$ cat config.mk
export PLATFORM = sky130hd
export DESIGN_NAME = data_array_read_arbiter
export DESIGN_NICKNAME = d
export VERILOG_FILES = /design/src/rtl/data_array_read_arbiter.sv
export SDC_FILE = /design/constraint.sdc
export NUM_CORES = 1
export LEC_CHECK = 0
export BUFFER_PORTS_ARGS = -buffer_cell sky130_fd_sc_hd__buf_2
export CORE_AREA = 4 4 233 235
export CTS_CLUSTER_SIZE = 10
export DETAILED_ROUTE_END_ITERATION = 10
export DIE_AREA = 0 0 237 239
export PLACE_DENSITY = 0.76
export SLEW_MARGIN = 5
export SYNTH_ARGS = -nofsm -noshare
export SYNTH_HDL_FRONTEND = slang
export SYNTH_SLANG_ARGS = --single-unit
$ cat constraint.sdc
create_clock -name clock -period 8.2 [get_ports clock]
set_input_delay 0.82 -clock clock [delete_from_list [all_inputs] [get_ports clock]]
set_output_delay 0.82 -clock clock [all_outputs]
set_load 0.02 [all_outputs]
$ cat src/rtl/data_array_read_arbiter.sv
// rtl/data_array_read_arbiter.sv - round-robin read-port arbiter with immediate substitution and 2-entry response buffer
// Optional macro DATA_ARRAY_READ_ARB_PERF_EN adds grant/stall performance counters.
module data_array_read_arbiter #(
  parameter int NUM_REQ = 3,
  parameter int ADDR_W  = 4,
  parameter int DATA_W  = 64,
  parameter int ID_W    = 2
) (
  input  logic                      clock,
  input  logic                      reset,
  input  logic [NUM_REQ-1:0]        io_req_valid,
  output logic [NUM_REQ-1:0]        io_req_ready,
  input  logic [NUM_REQ*ADDR_W-1:0] io_req_addr,
  input  logic [NUM_REQ-1:0]        io_req_imm_en,
  input  logic [NUM_REQ*DATA_W-1:0] io_req_imm,
  output logic                      io_rd_en,
  output logic [ADDR_W-1:0]         io_rd_addr,
  input  logic [DATA_W-1:0]         io_rd_data_0,
  input  logic [DATA_W-1:0]         io_rd_data_1,
  input  logic [DATA_W-1:0]         io_rd_data_2,
  output logic                      io_resp_valid,
  input  logic                      io_resp_ready,
  output logic [ID_W-1:0]           io_resp_id,
  output logic [DATA_W-1:0]         io_resp_data_0,
  output logic [DATA_W-1:0]         io_resp_data_1,
  output logic [DATA_W-1:0]         io_resp_data_2
`ifdef DATA_ARRAY_READ_ARB_PERF_EN
  ,
  output logic [31:0]               io_perf_grant_cnt,
  output logic [31:0]               io_perf_stall_cnt
`endif
);

  logic [ID_W-1:0]   rr_ptr;
  logic              s1_valid;
  logic [ID_W-1:0]   s1_id;
  logic              s1_imm_en;
  logic [DATA_W-1:0] s1_imm;

  logic [DATA_W-1:0] buf_d0 [2];
  logic [DATA_W-1:0] buf_d1 [2];
  logic [DATA_W-1:0] buf_d2 [2];
  logic [ID_W-1:0]   buf_id [2];
  logic [1:0]        count;
  logic              rd_ptr;
  logic              wr_ptr;

  logic              deq;
  logic [2:0]        occ;
  logic              can_issue;
  logic              grant;
  logic [ID_W-1:0]   winner;
  logic [ID_W-1:0]   idx;
  logic              blocked;
  logic [ADDR_W-1:0] win_addr;
  logic              win_imm_en;
  logic [DATA_W-1:0] win_imm;

  function automatic logic [ID_W-1:0] wrap_idx(input logic [ID_W-1:0] base, input int k);
    logic [ID_W:0] s;
    s = {1'b0, base} + (ID_W+1)'(k);
    if (s >= (ID_W+1)'(NUM_REQ)) s = s - (ID_W+1)'(NUM_REQ);
    return s[ID_W-1:0];
  endfunction

  assign deq       = (count != 2'd0) && io_resp_ready;
  // Occupancy after this cycle's enqueue/dequeue; a new grant needs a free slot by then.
  assign occ       = {1'b0, count} + {2'b0, s1_valid} - {2'b0, deq};
  assign can_issue = (occ < 3'd2) && !reset;

  // A requester is offered the port when no earlier requester in search order is
  // valid, so its ready never looks at its own valid.
  always_comb begin
    io_req_ready = '0;
    grant        = 1'b0;
    winner       = '0;
    idx          = '0;
    blocked      = 1'b0;
    win_addr     = '0;
    win_imm_en   = 1'b0;
    win_imm      = '0;
    for (int k = 1; k <= NUM_REQ; k++) begin
      idx = wrap_idx(rr_ptr, k);
      if (!blocked) begin
        io_req_ready[idx] = can_issue;
        if (io_req_valid[idx]) begin
          grant      = can_issue;
          winner     = idx;
          win_addr   = io_req_addr[int'(idx)*ADDR_W +: ADDR_W];
          win_imm_en = io_req_imm_en[idx];
          win_imm    = io_req_imm[int'(idx)*DATA_W +: DATA_W];
        end
      end
      blocked = blocked | io_req_valid[idx];
    end
  end

  assign io_rd_en   = grant;
  assign io_rd_addr = win_addr;

  always_ff @(posedge clock) begin
    if (reset) begin
      rr_ptr    <= ID_W'(NUM_REQ - 1);
      s1_valid  <= 1'b0;
      s1_id     <= '0;
      s1_imm_en <= 1'b0;
      s1_imm    <= '0;
      count     <= 2'd0;
      rd_ptr    <= 1'b0;
      wr_ptr    <= 1'b0;
      for (int i = 0; i < 2; i++) begin
        buf_d0[i] <= '0;
        buf_d1[i] <= '0;
        buf_d2[i] <= '0;
        buf_id[i] <= '0;
      end
    end else begin
      s1_valid <= grant;
      if (grant) begin
        rr_ptr    <= winner;
        s1_id     <= winner;
        s1_imm_en <= win_imm_en;
        s1_imm    <= win_imm;
      end
      // Array data arrives the cycle after the read; operand 1 may be replaced by the immediate.
      if (s1_valid) begin
        buf_d0[wr_ptr] <= io_rd_data_0;
        buf_d1[wr_ptr] <= s1_imm_en ? s1_imm : io_rd_data_1;
        buf_d2[wr_ptr] <= io_rd_data_2;
        buf_id[wr_ptr] <= s1_id;
        wr_ptr         <= ~wr_ptr;
      end
      if (deq) rd_ptr <= ~rd_ptr;
      count <= count + {1'b0, s1_valid} - {1'b0, deq};
    end
  end

  always @(posedge clock) begin
    if (!reset) assert (!(s1_valid && (count == 2'd2) && !deq));
  end

  assign io_resp_valid  = (count != 2'd0);
  assign io_resp_id     = buf_id[rd_ptr];
  assign io_resp_data_0 = buf_d0[rd_ptr];
  assign io_resp_data_1 = buf_d1[rd_ptr];
  assign io_resp_data_2 = buf_d2[rd_ptr];

`ifdef DATA_ARRAY_READ_ARB_PERF_EN
  always_ff @(posedge clock) begin
    if (reset) begin
      io_perf_grant_cnt <= 32'd0;
      io_perf_stall_cnt <= 32'd0;
    end else if (grant) begin
      io_perf_grant_cnt <= io_perf_grant_cnt + 32'd1;
    end else if (|io_req_valid) begin
      io_perf_stall_cnt <= io_perf_stall_cnt + 32'd1;
    end
  end
`endif

endmodule
== Word-level counts from Yosys, hierarchy flattened ==
Memory sizes are Yosys's and may differ from the RTL's. A register that Yosys moved wholly into a read port is not among the register bits.
Index checks and enable logic that the tools add are counted.

* Add/sub/neg operators: 10
* Order comparisons: 10
* Shifts and indexed selects: 6
* Multiplexer cells: 76
* Bitwise operators: 4
* Reductions and logical operators: 11

{| class="wikitable"
|+ Operators with widths
! kind !! number
|-
| two-way mux 64 bit || 9
|-
| variable part select 192 x 9 -> 64 bit || 3
|-
| OR reduction 64 bit || 3
|-
| two-way mux 1 bit || 40
|-
| variable part select 12 x 5 -> 4 bit || 3
|-
| two-way mux 4 bit || 5
|-
| two-way mux 2 bit || 9
|-
| binary-select mux 1 bit (select 2 bit) || 6
|-
| >= comparator 3 x 2 -> 1 bit (second input constant) || 3
|-
| less-than comparator 2 x 3 -> 1 bit (second input constant) || 3
|-
| adder 2 x 2 -> 3 bit (second input constant) || 2
|-
| bitwise mux 3 bit || 2
|-
| demux 1 bit (select 2 bit) || 3
|-
| >= comparator 2 x 1 -> 1 bit (second input constant) || 3
|-
| two-way mux 3 bit || 2
|-
| subtractor 2 bit (second input constant) || 3
|-
| logical AND 1 bit || 5
|-
| adder 2 x 1 -> 3 bit || 1
|-
| adder 2 x 1 -> 3 bit (second input constant) || 1
|-
| AND 3 bit || 1
|-
| less-than comparator 3 x 2 -> 1 bit (second input constant) || 1
|-
| subtractor 3 x 1 -> 3 bit || 1
|-
| adder 2 x 1 -> 2 bit || 1
|-
| NOT 1 bit || 2
|-
| 5 further kinds || 5
|}

* Flip-flop bits (word level): 74
* RAM bits: 388
* Input port bits: 405
* Output and inout port bits: 203
* Logic and storage cells: 129
* Memories: 4

{| class="wikitable"
|+ Memory list
! name !! words !! width !! read ports !! clocked after memory_dff !! write ports !! RTL line !! text
|-
| buf_d0 || 2 || 64 || 1 || 1 || 2 || 40 || <nowiki>logic [DATA_W-1:0] buf_d0 [2];</nowiki>
|-
| buf_d1 || 2 || 64 || 1 || 1 || 2 || 41 || <nowiki>logic [DATA_W-1:0] buf_d1 [2];</nowiki>
|-
| buf_d2 || 2 || 64 || 1 || 1 || 2 || 42 || <nowiki>logic [DATA_W-1:0] buf_d2 [2];</nowiki>
|-
| buf_id || 2 || 2 || 1 || 1 || 2 || 43 || <nowiki>logic [ID_W-1:0] buf_id [2];</nowiki>
|}

== Logic depth before layout (Yosys ltp) ==
* Word-level depth: 12
* Gate-level depth with buffers: 15
* Gate-level depth less buffers: 13

== Worst setup path before layout ==
No wires, ideal clock.

* Kind: input port to flip-flop
* Start point: input reset
* End point: memory buf_d0[1][0], enable pin
* Library setup time: 1,542 ps
* Data arrival time: 5,087 ps
* Data required time: 6,658 ps
* Path slack: 1,571 ps
* Stages on the path: 7
* Buffers on the path: 4
* Cells stage by stage: clkbuf_1 inv_1 buf_2 nand3_1 clkbuf_1 clkbuf_1 nand2_1

{| class="wikitable"
|+ RTL lines
! element !! RTL line !! text
|-
| start, declared || 10 || <nowiki>input logic reset,</nowiki>
|-
| end, declared || 40 ||
|}

== Final worst setup path ==
* Start point: register rr_ptr[0]
* End point: output io_rd_addr[2]

* Longest elaborated chain between the ends: 10
* Elaborated cells on any way between the ends: 27
* Classes of those cells: add/sub: 6; order compare: 3; shift: 3; mux: 14; bitwise: 1

{| class="wikitable"
|+ RTL lines
! element !! RTL line !! text
|-
| start, declared || 34 || <nowiki>logic [ID_W-1:0] rr_ptr;</nowiki>
|-
| start signal, assigned || 103 || <nowiki>rr_ptr <= ID_W'(NUM_REQ - 1);</nowiki>
|-
| start signal, assigned || 120 || <nowiki>rr_ptr <= winner;</nowiki>
|-
| branches (longest 9 deep; another with adder 2 x 1 -> 3 bit) || n/a ||
|-
| two-way mux 4 bit (*) || 84 || <nowiki>if (!blocked) begin</nowiki>
|-
| end, declared || 17 || <nowiki>output logic [ADDR_W-1:0] io_rd_addr,</nowiki>
|}

Mark *: on every way between the ends. The select of a mux whose other input is x is not followed.

==> impl_metrics.csv <==
group,metric,value,unit
synthesis,yosys_register_bits,462,
sta,grt_setup_unrepaired,"false",
finish,multi_input_comb_area,11300,um^2
detailed_routing,wl_per_cell,23.7,um
synthesis,synth-seq-area-share,0.521,
flow_run,drv_cap,0,
sta,setup-violations-final,0,
finish,sequential_cell_area,13100,um^2
detailed_routing,dr.max_layer_used,"met5",
clock_tree,cts-buffers-inserted,53,
place,globalplace.congestion,0.884,
detailed_routing,drt-initial-drc-count,1729,
synthesis,synth.net_count,2606,
hold_path,min-delay-path-class,"reg2reg",
sta,worst_pin_slew,1150,ps
detailed_routing,route.final.wire_length,81400,um
pwr,power_density,344,nW/um^2
clock_tree,cts_tree,"built",
synthesis,synth.yosys.warnings,0,
grt,maximum_number_of_pins_on_one_net_before_global_route_repair,148,
synthesis,post_synth_inst_count,2192,
detailed_routing,met2WireLength,38900,um
setup_path,cp.arrival,5200,ps
clock_tree,cts-hold-fix-buffers,0,
synthesis,synth_area_per_cell,11.5,um^2
finish,nets,3104,
sta,timing.final.crit_share,0.734,
pwr,leakage,12.6,nW
sta,fin_setup_tns,0,ps
clock_tree,ctsResizeCount,0,
finish,fill_cells,4319,
setup_path,cp_num_buf_inv,4,
detailed_routing,post_drt_via_cell_ratio,5.87,
grt,grt_use_total,0.272,
setup_path,timing.critical_path.fanout_max,78,
clock_tree,clock_sinks,462,
detailed_routing,drt_pass1_iterations,6,
clock_tree,post_cts_buffers,0,
clock_tree,clock_tree.buffer_depth,3,
place,dpl_cell_area,28600,um^2
die,floorplan.die_area,56600,um^2
synthesis,synth-edff-count,388,
die,num_io_pins,608,
detailed_routing,wl_met1,31000,um
pwr,peakVddDrop,0.000261,V
sta,final-hold-violation-count,0,
synthesis,synth_async_sr_flop_share,0,
setup_path,endpoint_kind,"output pin",
sta,slew_headroom,0.233,
detailed_routing,drt.antenna.violating_nets,0,
sta,minimum_period_implied_by_the_final_worst_setup_slack,6020,ps
place,numPortBuffers,607,
setup_path,worstPathCellList,"inv_1, ha_4, buf_4, buf_4, mux2i_1, o21ai_0, a21oi_1, a21oi_1, buf_2",
finish,final_area,30200,um^2
detailed_routing,met3_wirelength,8260,um
setup_path,crit_path_top_delay_cell,"sky130_fd_sc_hd__ha_4",
grt,antenna_found_initial,52,
sta,final_max_slew_viol_count,0,
die,design.core.area,52200,um^2
place,placed_cells,3323,
clock_tree,cts.root.buffer_cell,"sky130_fd_sc_hd__clkbuf_16",
synthesis,cell_area_after_technology_mapping,25200,um^2
detailed_routing,detail_route.drc_violations,0,
finish,syn_to_final_growth,19.8,%
grt,grt_pass1_vias,20200,
status,outcome,"completed",
finish,final_cells,3435,
setup_path,worst-setup-path-type,"reg2out",
die,die_w,237,um
clock_tree,worst_skew_pair.late_latency,600,ps
grt,global_route.overflow_total,0,
setup_path,kind_of_start_point_of_the_critical_path,"flop",
setup_path,worst_path_dominant_cell_family,"buffers and inverters",
finish,layout-drive-gt1-share,0.379,
detailed_routing,total_number_of_vias,20200,
sta,fmax,166,MHz
die,die_span_in_y,239,um
die,floorplan.initialDensity,0.483,
clock_tree,cts.clk_slew.worst_paths,60,ps
synthesis,synth_flop_cell,"sky130_fd_sc_hd__edfxtp_1",
place,detailedPlacementHpwl,54200,um
setup_path,cp_data_required_time,7380,ps
sta,finClkSkew,30.0,ps
synthesis,synth.lib_cells_used.distinct,49,
grt,grt_pass1_wl,121000,um
die,std_cell_rows,84,
clock_tree,cts.htree.levels,2,
setup_path,cp_slowest_stage_delay,1080,ps
## sequential cells by signal (all words and copies together), names as in the netlist, named ones only
| name | cells |
|---|---|
| s1_id | 1 |
| buf_id | 4 |
| wr_ptr | 1 |
| s1_valid | 1 |
| buf_d0 | 128 |
| buf_d1 | 128 |
| rr_ptr | 2 |
| count | 2 |
| s1_imm_en | 1 |
| s1_imm | 64 |
| buf_d2 | 128 |
| rd_ptr | 1 |
## metrics by stage
step	power (mW)	utilization	setup slack, ps	hold slack, ps
after floorplan	6.89	-	1570	440
after global placement	8.09	0.547	3020	475
after detailed placement	8.22	0.547	2910	475
after CTS	10.4	0.577	2260	478
after global routing	10.9	0.578	1980	495
final	10.4	0.578	2180	489
## synthesized netlist by cell type, types with 33 or more instances
master                       n  area share
sky130_fd_sc_hd__mux2_2    285        0.13
sky130_fd_sc_hd__buf_2      46      0.0091
sky130_fd_sc_hd__clkbuf_1  108       0.016
sky130_fd_sc_hd__o21ai_0   137       0.027
sky130_fd_sc_hd__nor2_1    247       0.037
sky130_fd_sc_hd__a22oi_1    67       0.020
sky130_fd_sc_hd__and2_1    262       0.065
sky130_fd_sc_hd__edfxtp_1  388        0.46
sky130_fd_sc_hd__a211oi_1   33      0.0098
sky130_fd_sc_hd__nand2_1   124       0.018
sky130_fd_sc_hd__mux2i_1   182       0.072
sky130_fd_sc_hd__dfxtp_1    74       0.059
sky130_fd_sc_hd__a221oi_1   62       0.022
## area by class of cell
class	instances	area share
Inverter	13	0.00170
Clock inverter	3	0.00137
Clock buffer	77	0.0489
Multi-Input combinational cell	1529	0.374
Tap cell	688	0.0285
Timing Repair Buffer	631	0.107
Antenna cell	32	0.00265
Sequential cell	462	0.435
## path summary, 6_finish.rpt
kind,slack [ps],depth (start not counted),from,end
worst max-delay path,2180,9,rr_ptr[0],io_rd_addr[2]
worst min-delay path,490,2,s1_imm[50],s1_imm[50]
worst max register to register,3080,9,rr_ptr[0],s1_imm[10]
worst min register to register,490,2,s1_imm[50],s1_imm[50]
## cells in the final DEF (no fill, tap or decap), types with 2 or more instances in the layout
master and n:
sky130_fd_sc_hd__a32o_1 2, sky130_fd_sc_hd__nor2_4 2, sky130_fd_sc_hd__nand3_1 14, sky130_fd_sc_hd__a221oi_2 10
sky130_fd_sc_hd__a21oi_4 3, sky130_fd_sc_hd__xnor2_1 2, sky130_fd_sc_hd__a211oi_1 33, sky130_fd_sc_hd__mux2i_1 182
sky130_fd_sc_hd__o31ai_1 14, sky130_fd_sc_hd__o21ai_0 137, sky130_fd_sc_hd__a21oi_1 28, sky130_fd_sc_hd__clkbuf_8 4
sky130_fd_sc_hd__dfxtp_4 2, sky130_fd_sc_hd__clkbuf_1 19, sky130_fd_sc_hd__edfxtp_1 388, sky130_fd_sc_hd__ha_4 3
sky130_fd_sc_hd__nand4b_1 2, sky130_fd_sc_hd__and2_1 261, sky130_fd_sc_hd__inv_1 12, sky130_fd_sc_hd__buf_2 607
sky130_fd_sc_hd__nand3_4 2, sky130_fd_sc_hd__clkbuf_16 54, sky130_fd_sc_hd__buf_12 2, sky130_fd_sc_hd__nand2_1 123
sky130_fd_sc_hd__nor2_1 245, sky130_fd_sc_hd__ha_1 5, sky130_fd_sc_hd__mux2_2 285, sky130_fd_sc_hd__buf_4 22
sky130_fd_sc_hd__dfxtp_1 71, sky130_fd_sc_hd__a22oi_1 67, sky130_fd_sc_hd__a211oi_2 17, sky130_fd_sc_hd__nor2b_1 4
sky130_fd_sc_hd__diode_2 32, sky130_fd_sc_hd__and3_4 2, sky130_fd_sc_hd__a21o_1 2, sky130_fd_sc_hd__a221oi_1 62
## worst min-delay path, stage by stage, from the launching register on
cell and delay [ps]:
sky130_fd_sc_hd__dfxtp_1 310, sky130_fd_sc_hd__nand3_1 60, sky130_fd_sc_hd__o31ai_1 60
## power by group
group	switching [mW]	internal, mW	total [mW]
Clock	0.920	1.23	2.15
Sequential	0.286	3.15	3.43
Combinational	3.01	1.79	4.81
## per-layer routing
metal	vias to the layer above	global-route usage
met5	-	0
met4	38	0.0941
met3	223	0.0796
met2	1007	0.448
met1	9826	0.344
li1	9061	-
## cell families after synthesis
family	share of synthesized area
adder cells (fa/ha/maj)	0.00477
flip-flops	0.521
multiplexers	0.201
AO/OA/AOI/OAI	0.109
XOR/XNOR	0.00104
buffers and inverters	0.0362
AND/OR/NAND/NOR	0.127
(Power assumes the default switching activity.)
